$ cat src/rtl/minibus_pkg.sv
// Shared minibus transaction types and arbiter FSM state encoding.
package minibus_pkg;

  typedef struct packed {
    logic [31:0] addr;
    logic [31:0] wdata;
    logic        wen;
    logic        ren;
    logic [3:0]  strobe;
  } minibus_req_t;

  typedef struct packed {
    logic [31:0] rdata;
    logic        ready;
    logic        error;
  } minibus_res_t;

  typedef enum logic {
    IDLE = 1'b0,
    BUSY = 1'b1
  } arb_state_t;

  localparam int CNT_W = 16;

  // wen together with ren still counts as a single (write) request.
  function automatic logic req_valid(input minibus_req_t r);
    return r.wen | r.ren;
  endfunction

endpackage

$ cat src/rtl/minibus_rr_select.sv
// Combinational round-robin picker: first valid requester at or after rr_ptr.
module minibus_rr_select #(
  parameter int N     = 2,
  parameter int IDX_W = $clog2(N)
) (
  input  logic [N-1:0]     valid,
  input  logic [IDX_W-1:0] rr_ptr,
  output logic [IDX_W-1:0] idx,
  output logic             any_valid
);

  int               cand;
  logic [IDX_W-1:0] cand_idx;

  // Walk offsets from farthest to nearest so the nearest valid one wins.
  always_comb begin
    idx       = '0;
    any_valid = |valid;
    cand      = 0;
    cand_idx  = '0;
    for (int k = N - 1; k >= 0; k--) begin
      cand = int'(rr_ptr) + k;
      if (cand >= N) cand = cand - N;
      cand_idx = IDX_W'(cand);
      if (valid[cand_idx]) idx = cand_idx;
    end
  end

endmodule

$ cat src/rtl/minibus_arbiter.sv
// Round-robin N:1 minibus arbiter with slave-ready timeout; the granted
// master is connected combinationally to the slave side while BUSY.
module minibus_arbiter
  import minibus_pkg::*;
#(
  parameter int MASTER_COUNT   = 2,
  parameter int TIMEOUT_CYCLES = 255
) (
  input  logic                            clk,
  input  logic                            rst,
  input  minibus_req_t                    m_req [MASTER_COUNT],
  output minibus_res_t                    m_res [MASTER_COUNT],
  output minibus_req_t                    s_req,
  input  minibus_res_t                    s_res,
  output logic [$clog2(MASTER_COUNT)-1:0] grant_idx
);

  localparam int               IDX_W     = $clog2(MASTER_COUNT);
  localparam logic [CNT_W-1:0] TMO_LIMIT = CNT_W'(TIMEOUT_CYCLES);
  localparam logic [IDX_W-1:0] LAST_IDX  = IDX_W'(MASTER_COUNT - 1);

  arb_state_t              state;
  logic [IDX_W-1:0]        rr_ptr;
  logic [IDX_W-1:0]        sel_idx;
  logic [IDX_W-1:0]        next_ptr;
  logic [CNT_W-1:0]        tmo_cnt;
  logic [MASTER_COUNT-1:0] valid;
  logic                    any_valid;
  logic                    grant_valid;
  logic                    timeout_fire;
  logic                    done;

  always_comb begin
    for (int i = 0; i < MASTER_COUNT; i++) valid[i] = req_valid(m_req[i]);
  end

  minibus_rr_select #(
    .N     (MASTER_COUNT),
    .IDX_W (IDX_W)
  ) u_rr_select (
    .valid     (valid),
    .rr_ptr    (rr_ptr),
    .idx       (sel_idx),
    .any_valid (any_valid)
  );

  // A granted master that drops its request is treated as an abort.
  assign grant_valid  = (state == BUSY) && valid[grant_idx];
  assign timeout_fire = grant_valid && !s_res.ready && (tmo_cnt == TMO_LIMIT);
  assign done         = (state == BUSY) && (!valid[grant_idx] || s_res.ready || timeout_fire);
  assign next_ptr     = (grant_idx == LAST_IDX) ? '0 : grant_idx + 1'b1;

  always_comb begin
    s_req = '0;
    for (int i = 0; i < MASTER_COUNT; i++) m_res[i] = '0;
    if (grant_valid) begin
      if (timeout_fire) begin
        m_res[grant_idx] = '{rdata: '0, ready: 1'b1, error: 1'b1};
      end else begin
        s_req            = m_req[grant_idx];
        m_res[grant_idx] = s_res;
      end
    end
  end

  always_ff @(posedge clk or posedge rst) begin
    if (rst) begin
      state     <= IDLE;
      grant_idx <= '0;
      rr_ptr    <= '0;
      tmo_cnt   <= '0;
    end else begin
      case (state)
        IDLE: begin
          if (any_valid) begin
            grant_idx <= sel_idx;
            tmo_cnt   <= '0;
            state     <= BUSY;
          end
        end
        BUSY: begin
          if (done) begin
            rr_ptr <= next_ptr;
            state  <= IDLE;
          end else if (tmo_cnt != TMO_LIMIT) begin
            tmo_cnt <= tmo_cnt + 1'b1;
          end
        end
        default: state <= IDLE;
      endcase
    end
  end

endmodule

$ cat config.mk
export PLATFORM = sky130hd
export DESIGN_NAME = minibus_arbiter
export DESIGN_NICKNAME = d
export VERILOG_FILES = /design/src/rtl/minibus_pkg.sv /design/src/rtl/minibus_rr_select.sv /design/src/rtl/minibus_arbiter.sv
export SDC_FILE = /design/constraint.sdc
export NUM_CORES = 1
export LEC_CHECK = 0
export ABC_CLOCK_PERIOD_IN_PS = 5300
export BUFFER_PORTS_ARGS = -buffer_cell sky130_fd_sc_hd__clkbuf_2
export CAP_MARGIN = 20
export CORE_AREA = 5 5 120 122
export DETAILED_ROUTE_END_ITERATION = 16
export DIE_AREA = 0 0 125 127
export PLACE_DENSITY = 0.59
export SETUP_SLACK_MARGIN = 0.02
export SLEW_MARGIN = 20
export SYNTH_ARGS = -nofsm -noshare
export SYNTH_HDL_FRONTEND = slang
export SYNTH_SLANG_ARGS = --single-unit
export TNS_END_PERCENT = 30
$ cat constraint.sdc
create_clock -name clk -period 5.3 [get_ports clk]
set_input_delay 1.06 -clock clk [delete_from_list [all_inputs] [get_ports clk]]
set_output_delay 1.06 -clock clk [all_outputs]
set_load 0.01 [all_outputs]
### Word level (Yosys, flattened, before mapping)

Cells that the tools add are included.
Widths: inputs -> output; s select.

| storage, ports and cells | value |
|---|---|
| flip-flop bits (word level) | 19 |
| input bits | 176 |
| output and inout bits | 139 |
| logic and storage cells | 66 |

| cells by class | value |
|---|---|
| add/sub/neg operators | 5 |
| $lt $le $gt $ge | 7 |
| equality and inequality tests | 5 |
| multiplexer cells | 27 |
| bitwise gates (word level) | 5 |
| reductions and logical operators | 13 |

Operators with widths:

| kind | number |
|---|---|
| $mux 70 | 5 |
| $mux 68 | 2 |
| $and 68x68->68 | 1 |
| $mux 16 | 3 |
| $demux 34 s1 | 1 |
| $mux 34 | 1 |
| $pmux 16 s2 | 1 |
| $add 16x1->16 const B | 1 |
| $eq 16x8->1 const B | 1 |
| $ne 16x8->1 const B | 1 |
| $mux 1 | 13 |
| $lt 1x2->1 const B | 3 |
| $logic_and 1x1->1 | 5 |
| $ge 2x2->1 const B | 2 |
| $ne 2x2->1 const B | 2 |
| $reduce_and 2->1 | 2 |
| $reduce_and 3->1 | 1 |
| $add 1x1->2 const B | 1 |
| $ge 1x2->1 const B | 1 |
| $logic_not 1->1 | 2 |
| $logic_or 1x1->1 | 2 |
| $lt 2x1->1 const B | 1 |
| $ne 2x1->1 const B | 1 |
| $not 1->2 | 1 |
| other kinds (6) | 8 |

### Longest topological paths before layout

| depth | value |
|---|---|
| depth after elaboration | 10 |
| gate-level depth with buffers | 7 |

### Modules after synthesis

Synthesis repeated with hierarchy kept, for this count alone.

| unflattened totals | value |
|---|---|
| cell total of the unflattened synthesis | 362 |
| area total of the unflattened synthesis | 2701.3 µm² |

Modules (own cells, without submodules):

| module | times used | cells each | area each (µm²) |
|---|---|---|---|
| minibus_arbiter | 1 | 359 | 2683.8 |
| minibus_rr_select | 1 | 3 | 17.5 |

### Worst setup path after synthesis

No wires, ideal clock.

| timing path | value |
|---|---|
| kind | input-to-output |
| from | in m_req[4] (netlist name) |
| to | out m_res[15] (netlist name) |
| data arrival time | 2.239 ns |
| data required time | 4.240 ns |
| slack | 2.001 ns |
| stages | 6 |
| path buffers | 2 |
| path through | nor3b_1 > or3_1 > nor3_2 > buf_4 > buf_4 > nor3b_1 |

RTL lines:

| element | RTL line | text |
|---|---|---|
| from (decl) | minibus_arbiter.sv:11 | `input minibus_req_t m_req [MASTER_COUNT],` |
| to (decl) | minibus_arbiter.sv:12 | `output minibus_res_t m_res [MASTER_COUNT],` |

==> impl_metrics.csv <==
group,metric,value,unit
run_status,run_status,"finished clean",
route,routed_wire_length_per_instance,18.61,microns
clock_network,clk_root_buffer_cell,"sky130_fd_sc_hd__clkbuf_16",
route,postRouteAntennaNets,0,
floorplanning,area_inside_the_core_boundary,0.01309,sq mm
route,drt_first_pass_iters,5,
worst_hold_path,hold_path_class,"flop to flop",
layout,finalNetCount,839,
worst_setup_path,path_cells,"nor4b_2 -> nand4_1 -> nor3_4 -> buf_12 -> nor3_1 -> clkbuf_2",
synthesis,synth_area,0.002974,sq mm
worst_setup_path,critical_path_buf_inv_count,2,
worst_setup_path,timing.rr.end,"tmo_cnt[10]$_DFFE_PP0P_",
layout,areaGrowthSynthToFinish,56.84,%
route,totalWireLength,15580,microns
worst_setup_path,reg2regPathDepth,4,
route,detail_route.vias_per_cell,4.877,
clock_network,clockBufferDepth,2,
worst_setup_path,cp_top_family,"simple AND/OR/NAND/NOR gates",
clock_network,clock_tree_from_tritoncts,"done",
power_and_ir_drop,vdd_drop_max,0.0001631,V
synthesis,synth_seq_cells,19,
worst_setup_path,path_max_fanout,138,
floorplanning,std_cell_rows,42,
synthesis,ys_warn_count,0,
floorplanning,die_width,125,microns
floorplanning,floorplan.io_pins,315,
worst_setup_path,crit_path_end_kind,"output port",
placed_design,post-dp-hpwl,12740,microns
power_and_ir_drop,combPwrFrac,0.761,
worst_setup_path,cp_slowest_cell,"sky130_fd_sc_hd__dfrtp_1",
layout,share_of_cells_above_drive_strength_1,0.5038,
synthesis,synthCells,382,
worst_setup_path,ff2ff_setup_slack,3140,ps
sta,worst_rel_slew_slack,0.3681,
global_route,grt_first_pass_wirelength,23160,microns
sta,worst_slack_setup_final,1323,ps
clock_network,cts_hold_buf,0,
power_and_ir_drop,power_frac_clock,0.096,
worst_setup_path,critPathMaxStageDelay,810,ps
clock_network,clock_latency_of_the_later_clocked_register_in_the_worst_skew_pair,250,ps
global_route,antenna_violations_before_repair,0,
worst_setup_path,critical_path_arrival,2920,ps
worst_hold_path,min_delay_worst_endpoint,"tmo_cnt[15]$_DFFE_PP0P_",
global_route,all_layer_gr_usage,0.1794,
sta,grt_setup_unrepaired,"no",
global_route,grt_overflow,0,
sta,finalCritPeriodShare,0.7503,
placed_design,weighted_congestion_reported_at_the_end_of_routability_driven_placement,0.9869,
worst_hold_path,min_path_cells,1,
placed_design,preCtsSetupSlack,1306,ps
power_and_ir_drop,p_leak,2.515,nW
sta,final-setup-viol-count,0,
route,drcViolationCount,0,
route,starting_drt_drc_count,178,
clock_network,clock_tree.htree_level_count,1,
sta,clock_skew,2.868,ps
worst_setup_path,reg_to_reg_start,"grant_idx$_DFFE_PP0P_",
power_and_ir_drop,seq_power_share,0.143,
synthesis,syn-num-nets,559,
power_and_ir_drop,internal_power,0.0008101,W
global_route,grt_start_max_net_pins,139,
floorplanning,die_h,127,microns
synthesis,per_instance_average_area_after_synthesis,7.786,sq um
power_and_ir_drop,proportion_of_total_power_due_to_net_switching,0.5144,
clock_network,numCtsBuffers,3,
clock_network,cts-resized-gates,0,
power_and_ir_drop,power_switching,0.0008581,W
sta,final_total_negative_setup_slack,0,ps
sta,hold_viol,0,
worst_setup_path,worstPathRequired,4240,ps
sta,transition_time_at_the_pin_with_the_least_slew_margin,947.9,ps
placed_design,port_buffers,314,
worst_setup_path,critPathKind,"flop to output port",
sta,maxClockFrequency,0.2515,GHz
layout,diodes,0,
synthesis,seq_area_frac_synth,0.1599,
floorplanning,floorplan.initialDensity,0.2273,
sta,post-route-min-period,3977,ps
global_route,vias_in_the_first_global_route,4025,
clock_network,worst_setup_hold_path_clk_slew,60,ps
worst_setup_path,worstSetupStartpointType,"flop",
power_and_ir_drop,pwr_density_cell,357.7,mW/mm^2
route,vias,4082,
clock_network,numClockSinks,19,
sta,timing.final.max_slew_violations,0,
synthesis,synth.distinct_cells,42,
flow_run,drv.max_cap_violation_count,0,
floorplanning,floorplan.die_area,0.01588,sq mm
clock_network,cts_setup_buffers,0,
layout,final.fill_count,1414,
worst_hold_path,launch_instance_of_the_worst_min_delay_path,"tmo_cnt[15]$_DFFE_PP0P_",
sequential cells by signal (all words and copies together), names as in the netlist:
| signal | flops |
|---|---|
| grant_idx | 1 |
| rr_ptr | 1 |
| state | 1 |
| tmo_cnt | 16 |
final cells by class:
class | count | area (sq um) | area share
multi-input cells | 307 | 2220 | 0.4759
repair buffers | 319 | 1622 | 0.3476
well taps | 176 | 220.2 | 0.04721
clock buffers | 4 | 78.83 | 0.01690
inverters | 12 | 45.04 | 0.009657
flip-flops and latches | 19 | 479.2 | 0.1027
power by group through the flow:
stage	Clock [W]	Combinational, W	Sequential, W
2_1_floorplan	0	0.000822	0.000193
3_3_place_gp	0	0.00128	0.000241
3_5_place_dp	0	0.00128	0.000239
4_1_cts	0.000159	0.00129	0.000237
5_1_grt	0.000167	0.00138	0.000246
6_report	0.000159	0.00127	0.000239
placed cells by master, fill, tap and decap left out, types with 2 or more instances in the layout:
master,Yosys,routed
sky130_fd_sc_hd__a21oi_1,5,5
sky130_fd_sc_hd__a221oi_1,3,3
sky130_fd_sc_hd__a22oi_1,3,3
sky130_fd_sc_hd__a31oi_1,8,8
sky130_fd_sc_hd__a41oi_1,4,4
sky130_fd_sc_hd__and3_1,5,5
sky130_fd_sc_hd__and4_1,2,2
sky130_fd_sc_hd__buf_4,12,4
sky130_fd_sc_hd__clkbuf_16,0,3
sky130_fd_sc_hd__clkbuf_2,0,314
sky130_fd_sc_hd__dfrtp_1,19,18
sky130_fd_sc_hd__inv_1,12,12
sky130_fd_sc_hd__mux2i_1,73,73
sky130_fd_sc_hd__nand2_1,7,7
sky130_fd_sc_hd__nand3_1,6,6
sky130_fd_sc_hd__nand4_1,4,4
sky130_fd_sc_hd__nor2_1,8,8
sky130_fd_sc_hd__nor3_1,74,74
sky130_fd_sc_hd__nor3b_1,65,65
sky130_fd_sc_hd__nor4_1,2,2
sky130_fd_sc_hd__o211ai_1,4,4
sky130_fd_sc_hd__o21ai_0,8,8
sky130_fd_sc_hd__o21ba_2,4,4
sky130_fd_sc_hd__o22ai_1,2,2
sky130_fd_sc_hd__o31ai_1,2,2
sky130_fd_sc_hd__or3_1,3,3
sky130_fd_sc_hd__or3b_2,2,2
synthesized netlist by cell type:
cell type                   instances  area share
sky130_fd_sc_hd__a21boi_0           1      0.0025
sky130_fd_sc_hd__a21oi_1            5      0.0084
sky130_fd_sc_hd__a21oi_2            1      0.0029
sky130_fd_sc_hd__a221oi_1           3      0.0088
sky130_fd_sc_hd__a22oi_1            3      0.0076
sky130_fd_sc_hd__a2bb2oi_1          1      0.0029
sky130_fd_sc_hd__a31oi_1            8       0.017
sky130_fd_sc_hd__a41oi_1            4       0.012
sky130_fd_sc_hd__and2_1             1      0.0021
sky130_fd_sc_hd__and3_1             5       0.011
sky130_fd_sc_hd__and3b_2            1      0.0034
sky130_fd_sc_hd__and4_1             2      0.0059
sky130_fd_sc_hd__buf_1              2      0.0025
sky130_fd_sc_hd__buf_2             12       0.020
sky130_fd_sc_hd__buf_4             12       0.030
sky130_fd_sc_hd__buf_6              2      0.0076
sky130_fd_sc_hd__clkbuf_1          16       0.020
sky130_fd_sc_hd__dfrtp_1           19        0.16
sky130_fd_sc_hd__ha_1               1      0.0042
sky130_fd_sc_hd__inv_1             12       0.015
sky130_fd_sc_hd__mux2i_1           73        0.25
sky130_fd_sc_hd__nand2_1            7      0.0088
sky130_fd_sc_hd__nand3_1            6       0.010
sky130_fd_sc_hd__nand3b_1           1      0.0025
sky130_fd_sc_hd__nand4_1            4      0.0084
sky130_fd_sc_hd__nor2_1             8       0.010
sky130_fd_sc_hd__nor3_1            74        0.12
sky130_fd_sc_hd__nor3_2             1      0.0034
sky130_fd_sc_hd__nor3b_1           65        0.16
sky130_fd_sc_hd__nor4_1             2      0.0042
sky130_fd_sc_hd__nor4b_1            1      0.0029
sky130_fd_sc_hd__nor4b_2            1      0.0050
sky130_fd_sc_hd__o2111ai_1          1      0.0029
sky130_fd_sc_hd__o211ai_1           4       0.010
sky130_fd_sc_hd__o21ai_0            8       0.013
sky130_fd_sc_hd__o21ai_1            1      0.0017
sky130_fd_sc_hd__o21ba_2            4       0.013
sky130_fd_sc_hd__o22ai_1            2      0.0042
sky130_fd_sc_hd__o31ai_1            2      0.0050
sky130_fd_sc_hd__o32a_1             1      0.0034
sky130_fd_sc_hd__or3_1              3      0.0063
sky130_fd_sc_hd__or3b_2             2      0.0059
cells by family (layout without fill, tap and decap cells):
kind of cell	Yosys count	count (layout)	synth area share
adders and majority gates	1	1	0.004206
DFF	19	19	0.1599
and+or+nand+nor	184	184	0.3782
buffers and inverters	56	335	0.09592
muxes	73	73	0.2457
AOI/OAI and AO/OA	49	49	0.1161
through the flow:
step                area, sq um    util  instances  total power, W  hold WS (ps)
floorplan                  2974       -        382        0.001016         453.1
detailed placement         4586  0.3504        833        0.001524         489.3
global placement           4586  0.3504        833        0.001524         493.2
CTS                        4664  0.3565        837        0.001686         496.7
finish                     4664  0.3565        837        0.001668         501.9
global route               4664  0.3565        837        0.001791         536.6
layer usage:
layer  vias to the layer above  share of wire  GRT usage
met5                         -              0          0
met2                       230           0.49     0.3107
met1                      1840           0.40     0.2244
li1                       2000              -          -
met3                        12          0.092    0.05175
met4                         0          0.016    0.03444
worst max path at each step:
stage / start / endpoint / cells after the start
finish: state$_DFF_PP0_ / s_req[65] / 6
detailed placement: m_req[4] / s_req[29] / 6
CTS: m_req[4] / s_req[29] / 6
floorplan: m_req[4] / m_res[15] / 6
global placement: m_req[4] / s_req[4] / 6
global route: m_req[4] / s_req[41] / 6
Note: power is estimated with default switching activity, not from simulation.
